<file path="src/rtl/dg0045_pkg.sv">
// Shared constants and fetch-state encoding for the DG0045 program-store stage.
package dg0045_pkg;

    localparam logic [7:0] NOP_OPCODE = 8'h00;
    localparam int         PC_W       = 10;
    localparam int         PC_HL_W    = 5;

    typedef enum logic [2:0] {
        IDLE,
        LO_DRV,
        LO_CAP,
        HI_DRV,
        HI_CAP,
        READ,
        UPDATE
    } fetch_state_t;

endpackage

</file>
<file path="src/rtl/dg0045_prog_mem.sv">
// DEPTH x 8 program store: synchronous write, registered read with one cycle of latency.
module dg0045_prog_mem #(
    parameter int DEPTH = 256,
    parameter int AW    = 8
) (
    input  logic          clk,
    input  logic          we,
    input  logic [AW-1:0] waddr,
    input  logic [7:0]    wdata,
    input  logic          re,
    input  logic [AW-1:0] raddr,
    output logic [7:0]    rdata
);

    logic [7:0] mem_reg [DEPTH];
    logic [7:0] rdata_reg;

    always_ff @(posedge clk) begin
        if (we)
            mem_reg[waddr] <= wdata;
        if (re)
            rdata_reg <= mem_reg[raddr];
    end

    assign rdata = rdata_reg;

endmodule

</file>
<file path="src/rtl/dg0045_rom_fetch.sv">
// DG0045 program-store stage: byte loader plus the PC_HL sampling / ROM fetch loop.
// Define DG0045_ROM_CHECKSUM_EN to add the load_sum output (mod-256 sum of loaded bytes).
module dg0045_rom_fetch
    import dg0045_pkg::*;
#(
    parameter int DEPTH  = 256,
    parameter int SETTLE = 1
) (
    input  logic               clk,
    input  logic               rst,
    input  logic               fetch_en,
    input  logic               load_start,
    input  logic               load_valid,
    input  logic [7:0]         load_data,
    output logic               load_ready,
    input  logic [PC_HL_W-1:0] pc_hl,
    output logic               pc_mux,
    output logic [7:0]         rom_data,
    output logic [PC_W-1:0]    pc_addr,
`ifdef DG0045_ROM_CHECKSUM_EN
    output logic [7:0]         load_sum,
`endif
    output logic               load_full
);

    localparam int              AW          = (DEPTH > 1) ? $clog2(DEPTH) : 1;
    localparam int              WPW         = $clog2(DEPTH + 1);
    localparam logic [WPW-1:0]  WPTR_FULL   = WPW'(DEPTH);
    localparam logic [1:0]      SETTLE_LAST = 2'(SETTLE - 1);

    fetch_state_t         state_reg, state_next;
    logic [1:0]           settle_cnt_reg, settle_cnt_next;
    logic [PC_HL_W-1:0]   lo5_reg, lo5_next;
    logic [PC_W-1:0]      pc_addr_reg, pc_addr_next;
    logic [7:0]           rom_data_reg, rom_data_next;
    logic [WPW-1:0]       wptr_reg, wptr_next, wr_ptr;
    logic                 load_accept;
    logic                 mem_we, mem_re;
    logic [7:0]           mem_q;
    logic                 addr_in_range;

    // load_start may revive a full loader, so it overrides the full condition for that beat.
    assign load_full   = (wptr_reg == WPTR_FULL);
    assign load_ready  = ~fetch_en & ~load_full;
    assign load_accept = load_valid & ~fetch_en & (load_start | ~load_full);
    assign wr_ptr      = load_start ? '0 : wptr_reg;
    assign wptr_next   = wr_ptr + WPW'(load_accept);
    assign mem_we      = load_accept & ~rst;

    assign addr_in_range = (32'(pc_addr_reg) < 32'(DEPTH));

    dg0045_prog_mem #(
        .DEPTH (DEPTH),
        .AW    (AW)
    ) u_prog_mem (
        .clk   (clk),
        .we    (mem_we),
        .waddr (wr_ptr[AW-1:0]),
        .wdata (load_data),
        .re    (mem_re),
        .raddr (pc_addr_reg[AW-1:0]),
        .rdata (mem_q)
    );

    always_comb begin
        state_next      = state_reg;
        settle_cnt_next = settle_cnt_reg;
        lo5_next        = lo5_reg;
        pc_addr_next    = pc_addr_reg;
        rom_data_next   = rom_data_reg;
        mem_re          = 1'b0;
        pc_mux          = (state_reg == HI_DRV) || (state_reg == HI_CAP) || (state_reg == READ);

        if (!fetch_en) begin
            state_next      = IDLE;
            settle_cnt_next = '0;
            rom_data_next   = NOP_OPCODE;
        end else begin
            case (state_reg)
                IDLE: begin
                    rom_data_next = NOP_OPCODE;
                    state_next    = LO_DRV;
                end
                LO_DRV: begin
                    if (settle_cnt_reg == SETTLE_LAST) begin
                        settle_cnt_next = '0;
                        state_next      = LO_CAP;
                    end else begin
                        settle_cnt_next = settle_cnt_reg + 2'd1;
                    end
                end
                LO_CAP: begin
                    lo5_next   = pc_hl;
                    state_next = HI_DRV;
                end
                HI_DRV: begin
                    if (settle_cnt_reg == SETTLE_LAST) begin
                        settle_cnt_next = '0;
                        state_next      = HI_CAP;
                    end else begin
                        settle_cnt_next = settle_cnt_reg + 2'd1;
                    end
                end
                HI_CAP: begin
                    // High half carries {PU[3:0], PL[5]}.
                    pc_addr_next = {pc_hl, lo5_reg};
                    state_next   = READ;
                end
                READ: begin
                    mem_re     = 1'b1;
                    state_next = UPDATE;
                end
                UPDATE: begin
                    rom_data_next = addr_in_range ? mem_q : NOP_OPCODE;
                    state_next    = LO_DRV;
                end
                default: state_next = IDLE;
            endcase
        end
    end

    always_ff @(posedge clk) begin
        if (rst) begin
            state_reg      <= IDLE;
            settle_cnt_reg <= '0;
            lo5_reg        <= '0;
            pc_addr_reg    <= '0;
            rom_data_reg   <= NOP_OPCODE;
            wptr_reg       <= '0;
        end else begin
            state_reg      <= state_next;
            settle_cnt_reg <= settle_cnt_next;
            lo5_reg        <= lo5_next;
            pc_addr_reg    <= pc_addr_next;
            rom_data_reg   <= rom_data_next;
            wptr_reg       <= wptr_next;
        end
    end

    assign rom_data = rom_data_reg;
    assign pc_addr  = pc_addr_reg;

`ifdef DG0045_ROM_CHECKSUM_EN
    logic [7:0] sum_reg, sum_next;

    assign sum_next = (load_start ? 8'h00 : sum_reg) + (load_accept ? load_data : 8'h00);

    always_ff @(posedge clk) begin
        if (rst)
            sum_reg <= 8'h00;
        else
            sum_reg <= sum_next;
    end

    assign load_sum = sum_reg;
`endif

endmodule

</file>
<file path="config.mk">
export PLATFORM = sky130hd
export DESIGN_NAME = dg0045_rom_fetch
export DESIGN_NICKNAME = d
export VERILOG_FILES = /design/src/rtl/dg0045_pkg.sv /design/src/rtl/dg0045_prog_mem.sv /design/src/rtl/dg0045_rom_fetch.sv
export SDC_FILE = /design/constraint.sdc
export NUM_CORES = 2
export LEC_CHECK = 0
export ABC_AREA = 1
export BUFFER_PORTS_ARGS = -buffer_cell sky130_fd_sc_hd__clkbuf_2
export CELL_PAD_IN_SITES_DETAIL_PLACEMENT = 1
export CELL_PAD_IN_SITES_GLOBAL_PLACEMENT = 1
export CORE_AREA = 2 2 399 401
export CTS_CLUSTER_SIZE = 16
export DETAILED_ROUTE_END_ITERATION = 8
export DIE_AREA = 0 0 401 403
export MAX_ROUTING_LAYER = met4
export PLACE_DENSITY = 0.82
export REMOVE_ABC_BUFFERS = 1
export SLEW_MARGIN = 20
export SYNTH_ARGS = -nofsm -noshare
export SYNTH_HDL_FRONTEND = slang
export SYNTH_SLANG_ARGS = --single-unit
</file>
<file path="constraint.sdc">
create_clock -name clk -period 6.56 [get_ports clk]
set_input_delay 0.656 -clock clk [delete_from_list [all_inputs] [get_ports clk]]
set_output_delay 0.656 -clock clk [all_outputs]
set_load 0.01 [all_outputs]
</file>
# Yosys cells after proc, flatten, opt, wreduce, memory -nomap -nowiden
# Memories as Yosys holds them, arrays and structs flattened. A register that Yosys moved wholly into a read port is not among the register bits.
# Cells that the tools add are included.
[word_totals]
inputBits = 18
wordCells = 49
mem_bits_rw = 2048
memories = 1
regBits = 37
out_inout_bits = 21
[mem_list]
columns = ["name", "depth", "word_bits", "rd", "rd_ports_with_merged_regs", "wr", "line_no", "source"]
rows = [
  ["u_prog_mem.mem_reg", 256, 8, 1, 1, 1, "dg0045_prog_mem.sv:15", "logic [7:0] mem_reg [DEPTH];"],
]
[op_classes]
magnitude_cmp = 1
mux = 11
n_bitwise = 8
n_eq_ne = 9
addsub = 2
reduce_logical = 11
[ops]
columns = ["op", "count"]
rows = [
  ["3-bit one-hot mux with 6 select lines", 1],
  ["8-bit one-hot mux with 2 select lines", 1],
  ["10-bit by 9-bit less-than comparator with 1-bit output (second input constant)", 1],
  ["9-bit by 1-bit adder with 9-bit output", 1],
  ["3-bit equality test (second input constant)", 3],
  ["9-bit equality test (second input constant)", 1],
  ["9-bit two-way mux", 1],
  ["8-bit two-way mux", 1],
  ["3-bit by 2-bit equality test with 1-bit output (second input constant)", 2],
  ["3-bit two-way mux", 2],
  ["2-bit AND reduction", 3],
  ["2-bit OR reduction", 3],
  ["1-bit bitwise AND", 4],
  ["1-bit two-way mux", 4],
  ["3-bit by 1-bit equality test with 1-bit output (second input constant)", 1],
  ["3-bit logical NOT", 1],
  ["1-bit NOT", 3],
  ["2-bit by 1-bit adder with 2-bit output (second input constant)", 1],
  ["2-bit logical NOT", 1],
  ["1-bit logical OR", 2],
  ["2-bit two-way mux", 1],
  ["2-bit by 1-bit != test with 1-bit output (second input constant)", 1],
  ["2-bit != test (second input constant)", 1],
  ["2-bit nonzero test", 1],
  ["1-bit bitwise OR", 1],
]

# Logic depth before layout (Yosys ltp)
[logic_depth]
word_depth = 7
mapped_depth = 15
ltp_nobuf = 13

# Hierarchy
# A second synthesis with hierarchy kept.
[unflattened]
hier_cells = 7232
hier_area_um2 = 85109.1
[modules_own_cells]
columns = ["module", "area_per_inst_um2", "instances", "seq_area_each_um2", "cells_per_inst"]
rows = [
  ["dg0045_prog_mem", 83476.3, 1, 61739.2, 7003],
  ["dg0045_rom_fetch", 1632.8, 1, 740.7, 229],
]

# Least setup slack after synthesis
# No wires, ideal clock.
[synth_path]
kind = "in2reg"
startpoint = "input load_start"
endpoint = "memory u_prog_mem.mem_reg[241][0] (enable)"
required_time_ns = 6.190
stages = 9
arrival_time_ns = 2.146
path_slack_ns = 4.044
cell_sequence = "buf_2 -> nor2_1 -> inv_1 -> nor2_1 -> inv_1 -> nor2_1 -> nand2_1 -> buf_2 -> nor2_1"
[synth_via]
elab_chain_cells = 5
elab_cells_between_ends = 6
classes_between = "mux: 3; bitwise: 3"
[synth_rtl]
columns = ["element", "line_no", "source"]
rows = [
  ["from (decl)", "dg0045_rom_fetch.sv:12", "input logic load_start,"],
  ["1-bit bitwise OR", "dg0045_rom_fetch.sv:45", "assign load_accept = load_valid & ~fetch_en & (load_start | ~load_full);"],
  ["1-bit bitwise AND", "dg0045_rom_fetch.sv:45", ""],
  ["1-bit bitwise AND", "dg0045_rom_fetch.sv:48", "assign mem_we = load_accept & ~rst;"],
  ["1-bit two-way mux", "dg0045_prog_mem.sv:19", "if (we)"],
  ["1-bit two-way mux (implied by the code)", "dg0045_prog_mem.sv:20", "mem_reg[waddr] <= wdata;"],
  ["to (decl)", "dg0045_prog_mem.sv:15", ""],
]
# Parallel ways exist; a longest one is shown, timed or not.

# Final worst setup path
[layout_path]
startpoint = "register pc_addr_reg[0], in the netlist pc_addr[0]"
endpoint = "output pc_addr[0]"
[layout_lines]
columns = ["element", "line_no", "source"]
rows = [
  ["from (decl)", "dg0045_rom_fetch.sv:34", "logic [PC_W-1:0] pc_addr_reg, pc_addr_next;"],
  ["from (signal assigned)", "dg0045_rom_fetch.sv:134", "pc_addr_reg <= pc_addr_next;"],
  ["to (decl)", "dg0045_rom_fetch.sv:19", "output logic [PC_W-1:0] pc_addr,"],
]
# No word-level cell between the ends.

==> results <==
- The flow ran to the end, and the final reports show no timing, DRC or antenna violations.
- Clock tree synthesis inserted a total of 203 buffers.
- Using the TritonRoute via totals, the vias-per-cell ratio works out to 6.378.
- The number of max-slew violations in the final report is 0.
- The routed layout has 59,000 vias.
- Of the cells placed in the final design, the portion with a size suffix greater than 1 is 0.05914.
- The number of iterations in the first detailed-routing pass is 6.
- The number of routed nets with antenna violations is 0.
- The Yosys warning count is 0.
- For the final database, setup skew stands at 0.03465 ns.
- Row generation in the floorplan step produced 146 rows.
- The cell type with the largest total area after synthesis is edfxtp_1.
- The count of flip-flops with a built-in enable after synthesis is 2,056.
- The portion of synthesized area spent on multiplexers is 0.
- The die footprint is 161,600 µm².
- At the end of routability-driven placement, the weighted congestion stood at 0.8794.
- The main combinational cell family by area after synthesis is simple AND/OR/NAND/NOR gates.
- By area the synthesized netlist is led by edfxtp_1, nand3_1, nand2_1, buf_2, nor2_1.
- The number of buffers inserted by port buffering is 38.
- The count of instances resized after the clock tree is built is 0.
- Once layout is complete, the cells apart from fillers number 9,250.
- In the synthesized netlist the async set-or-reset flop fraction comes to 0.
- The final critical path time including I/O delays and setup is 4.333 ns.
- Setup violations remaining at the end of the flow were counted as 0.
- The average detailed-routed wire length per instance is 29.13 µm.
- Summed over all layers, the global routing overflow is 0.
- The signal on the critical path passes through buf_4 -> buf_6 -> clkbuf_2.
- The maximum clock frequency is 230.8 MHz.
- In this run the cell area measured after placement is 86,130 µm².
- No sink is reached through more buffers than the 3 on the longest clock path.
- The power density relative to cell area is 287.8 nW/µm².
- Overall power consumption after layout is estimated at 0.02665 W.
- The number of antenna violations at the first check in global routing is 13.
- The number of different library cells used by synthesis comes to 25.
- The total length of routed wires is 269,500 µm.
- STA puts the critical path data required time at 5.90 ns.
- The dominant register cell in the synthesized netlist is edfxtp_1.
- The flip-flop and latch count after synthesis is 2,093.
- The worst-case hold slack is 0.1536 ns.
- The number of top-level pins is 39.
- The tree built by TritonCTS fans out to 2,093 sinks.
- Counting every instance in the synthesized netlist gives 7,165.
- The root buffer cell is clkbuf_16.
- Of the total synthesized cell area, the portion taken by full adders, half adders and majority gates is 0.0005913.
- Once placement completed, the tool counted placed cells totaling 8,864.
- Relative to the synthesized area, the layout overhead comes to 9.417%.
- The number of hold violations in the final report came to 0.
- Max-cap violations in this run came to 0.
- In this design, the stage delay of the slowest critical-path cell is 0.89 ns.
- The mapped netlist covers 84,640 µm².
- Along the worst path, the maximum fanout reaches 102.
- The first routing iteration left 8,757 violations.
- The critical path in this run is classified as reg -> out.
- The synthesized area per cell is 11.81 µm².
- The register with the most flip-flops in the layout has 2,048 of them.
- The area share of the largest cell type after synthesis is 0.7295.
- The die outline width is 401 µm.
- The number of setup buffers added after CTS is 0.
- The headroom to the max-slew limit is 0.1773.
- The HPWL after detailed placement is 151,500 µm.
- Across every metal layer, demand over resource in global routing totals 0.3406.
- The share of the clock period used by the worst path after layout is 0.6606.
- Of the total synthesized cell area, the portion taken by AND, OR, NAND and NOR gates is 0.2292.
- The worst hold-check path type is in -> reg.
- The arrival time of the worst setup path is 3.68 ns.
- Of the total synthesized cell area, the portion taken by XOR and XNOR cells is 0.
- Grouping stages by cell kind, the critical path spends the most delay in buffers and inverters.
- The compound-cell area share of the yosys netlist is 0.003119.
- Clock latency on the worst-skew pair, taken at its later pin, is 0.86 ns.
- The number of nets in the layout is 7,019.
- The die outline height is 403 µm.
- The total area inside the core boundary comes to 157,500 µm².
- Setup repair after global routing left no endpoint under its margin.
- Entering global routing, the biggest net connects 242 pins.
- The residual DRC count is 0.
- The H-tree was split into 4 levels.
- The via count of the first global-routing pass came to 61,540.
- nand2_1 is the most common cell in the netlist.
- The startpoint class of the critical path is a flip-flop.
- The TritonCTS clock tree is done.
- The number of buffers and inverters on the critical path is 3.
- The slowest stage of the critical path belongs to the cell dfxtp_4.
- At the end of the flow the core is filled with cells to 0.5881.
- The analysis attributes to cell leakage a power of 31.54 nW.
- The global-route wire length before repair is 396,600 µm.
- The total of hold buffers inserted after clock tree synthesis is 0.
- Across the VDD grid, the largest voltage drop is 0.0003288 V.
- The initial utilization of the core area, before any placement, comes to 0.5375.
- After clock tree synthesis, the clock-pin slew on the worst setup and hold paths is 0.07 ns.
- The commonest cells after synthesis are nand2_1, edfxtp_1, nand3_1, nor2_1, buf_2.
- The post-route cell area is 92,610 µm².
- For flop-to-flop paths, the worst setup slack is 2.23 ns.
- The critical path capture point type is an output port.
- The share of synthesized area occupied by flip-flops and latches is 0.7382.
- For the pin with the worst max-slew slack, the measured transition is 1.232 ns.
==> worst min-delay path: stages <==
cell and delay [ns]:
clkbuf_2 0.14, nor2_1 0.08, nor2_1 0.09
==> layer usage <==
metal	GRT usage	wire (µm)
met5	-	0
met4	0.1866	14980
met3	0.06277	24250
met2	0.5374	130200
met1	0.4193	100100
==> cells by family after synthesis <==
logic type                 after synthesis
and+or+nand+nor                       4483
adders and majority gates                4
DFF                                   2093
AOI/OAI and AO/OA                       51
buffers and inverters                  534
==> cell usage in the layout, fill, tap and decap left out, types with 2 or more instances in the layout <==
master	netlist	final
nand2_1	2143	2128
edfxtp_1	2056	2056
nand3_1	2021	2021
nor2_1	306	305
clkbuf_16	0	213
buf_4	14	57
clkinv_1	3	53
clkbuf_1	154	49
inv_1	42	40
clkinv_2	1	40
dfxtp_1	37	31
clkbuf_2	0	30
a21oi_1	25	25
o21ai_0	22	21
buf_12	0	17
nand2_2	0	15
bufinv_16	0	15
diode_2	0	9
buf_8	0	8
nor3_1	7	6
dfxtp_4	0	5
nor3_2	3	4
ha_1	4	4
inv_6	0	4
clkinvlp_4	0	3
inv_16	0	2
a211oi_1	2	2
clkinv_8	0	2
buf_6	6	2
==> path summary, 6_finish.rpt <==
path / startpoint / end / depth (start not counted)
setup reg to reg: pc_addr[0] / u_prog_mem.rdata[1] / 12
setup / recovery: pc_addr[0] / pc_addr[0] / 3
hold reg to reg: rom_data[2] / rom_data[2] / 2
hold / removal: pc_hl[3] / lo5_reg[3] / 3
==> cell type report <==
type | count | area (µm²)
multi-input cells | 4538 | 19770
inverters | 47 | 219.0
clock buffers | 262 | 5514
well taps | 2072 | 2592
flip-flops and latches | 2093 | 62500
repair buffers | 114 | 1061
diodes | 9 | 22.52
clock inverters | 115 | 932.1
fillers | 15710 | 64860
==> power breakdown <==
group / total (W) / switching (W) / internal (W)
clock network: 0.0116 / 0.00508 / 0.00649
registers: 0.0147 / 0.00000390 / 0.0147
logic: 0.000408 / 0.000364 / 0.0000442
==> through the flow <==
step,setup slack (ns),setup TNS [ns]
detailed placement,2.234,0
global route,2.113,0
finish,2.227,0
floorplan,-39.68,-385.01
CTS,1.996,0
global placement,2.450,0
Power figures use the tool's default switching activity.
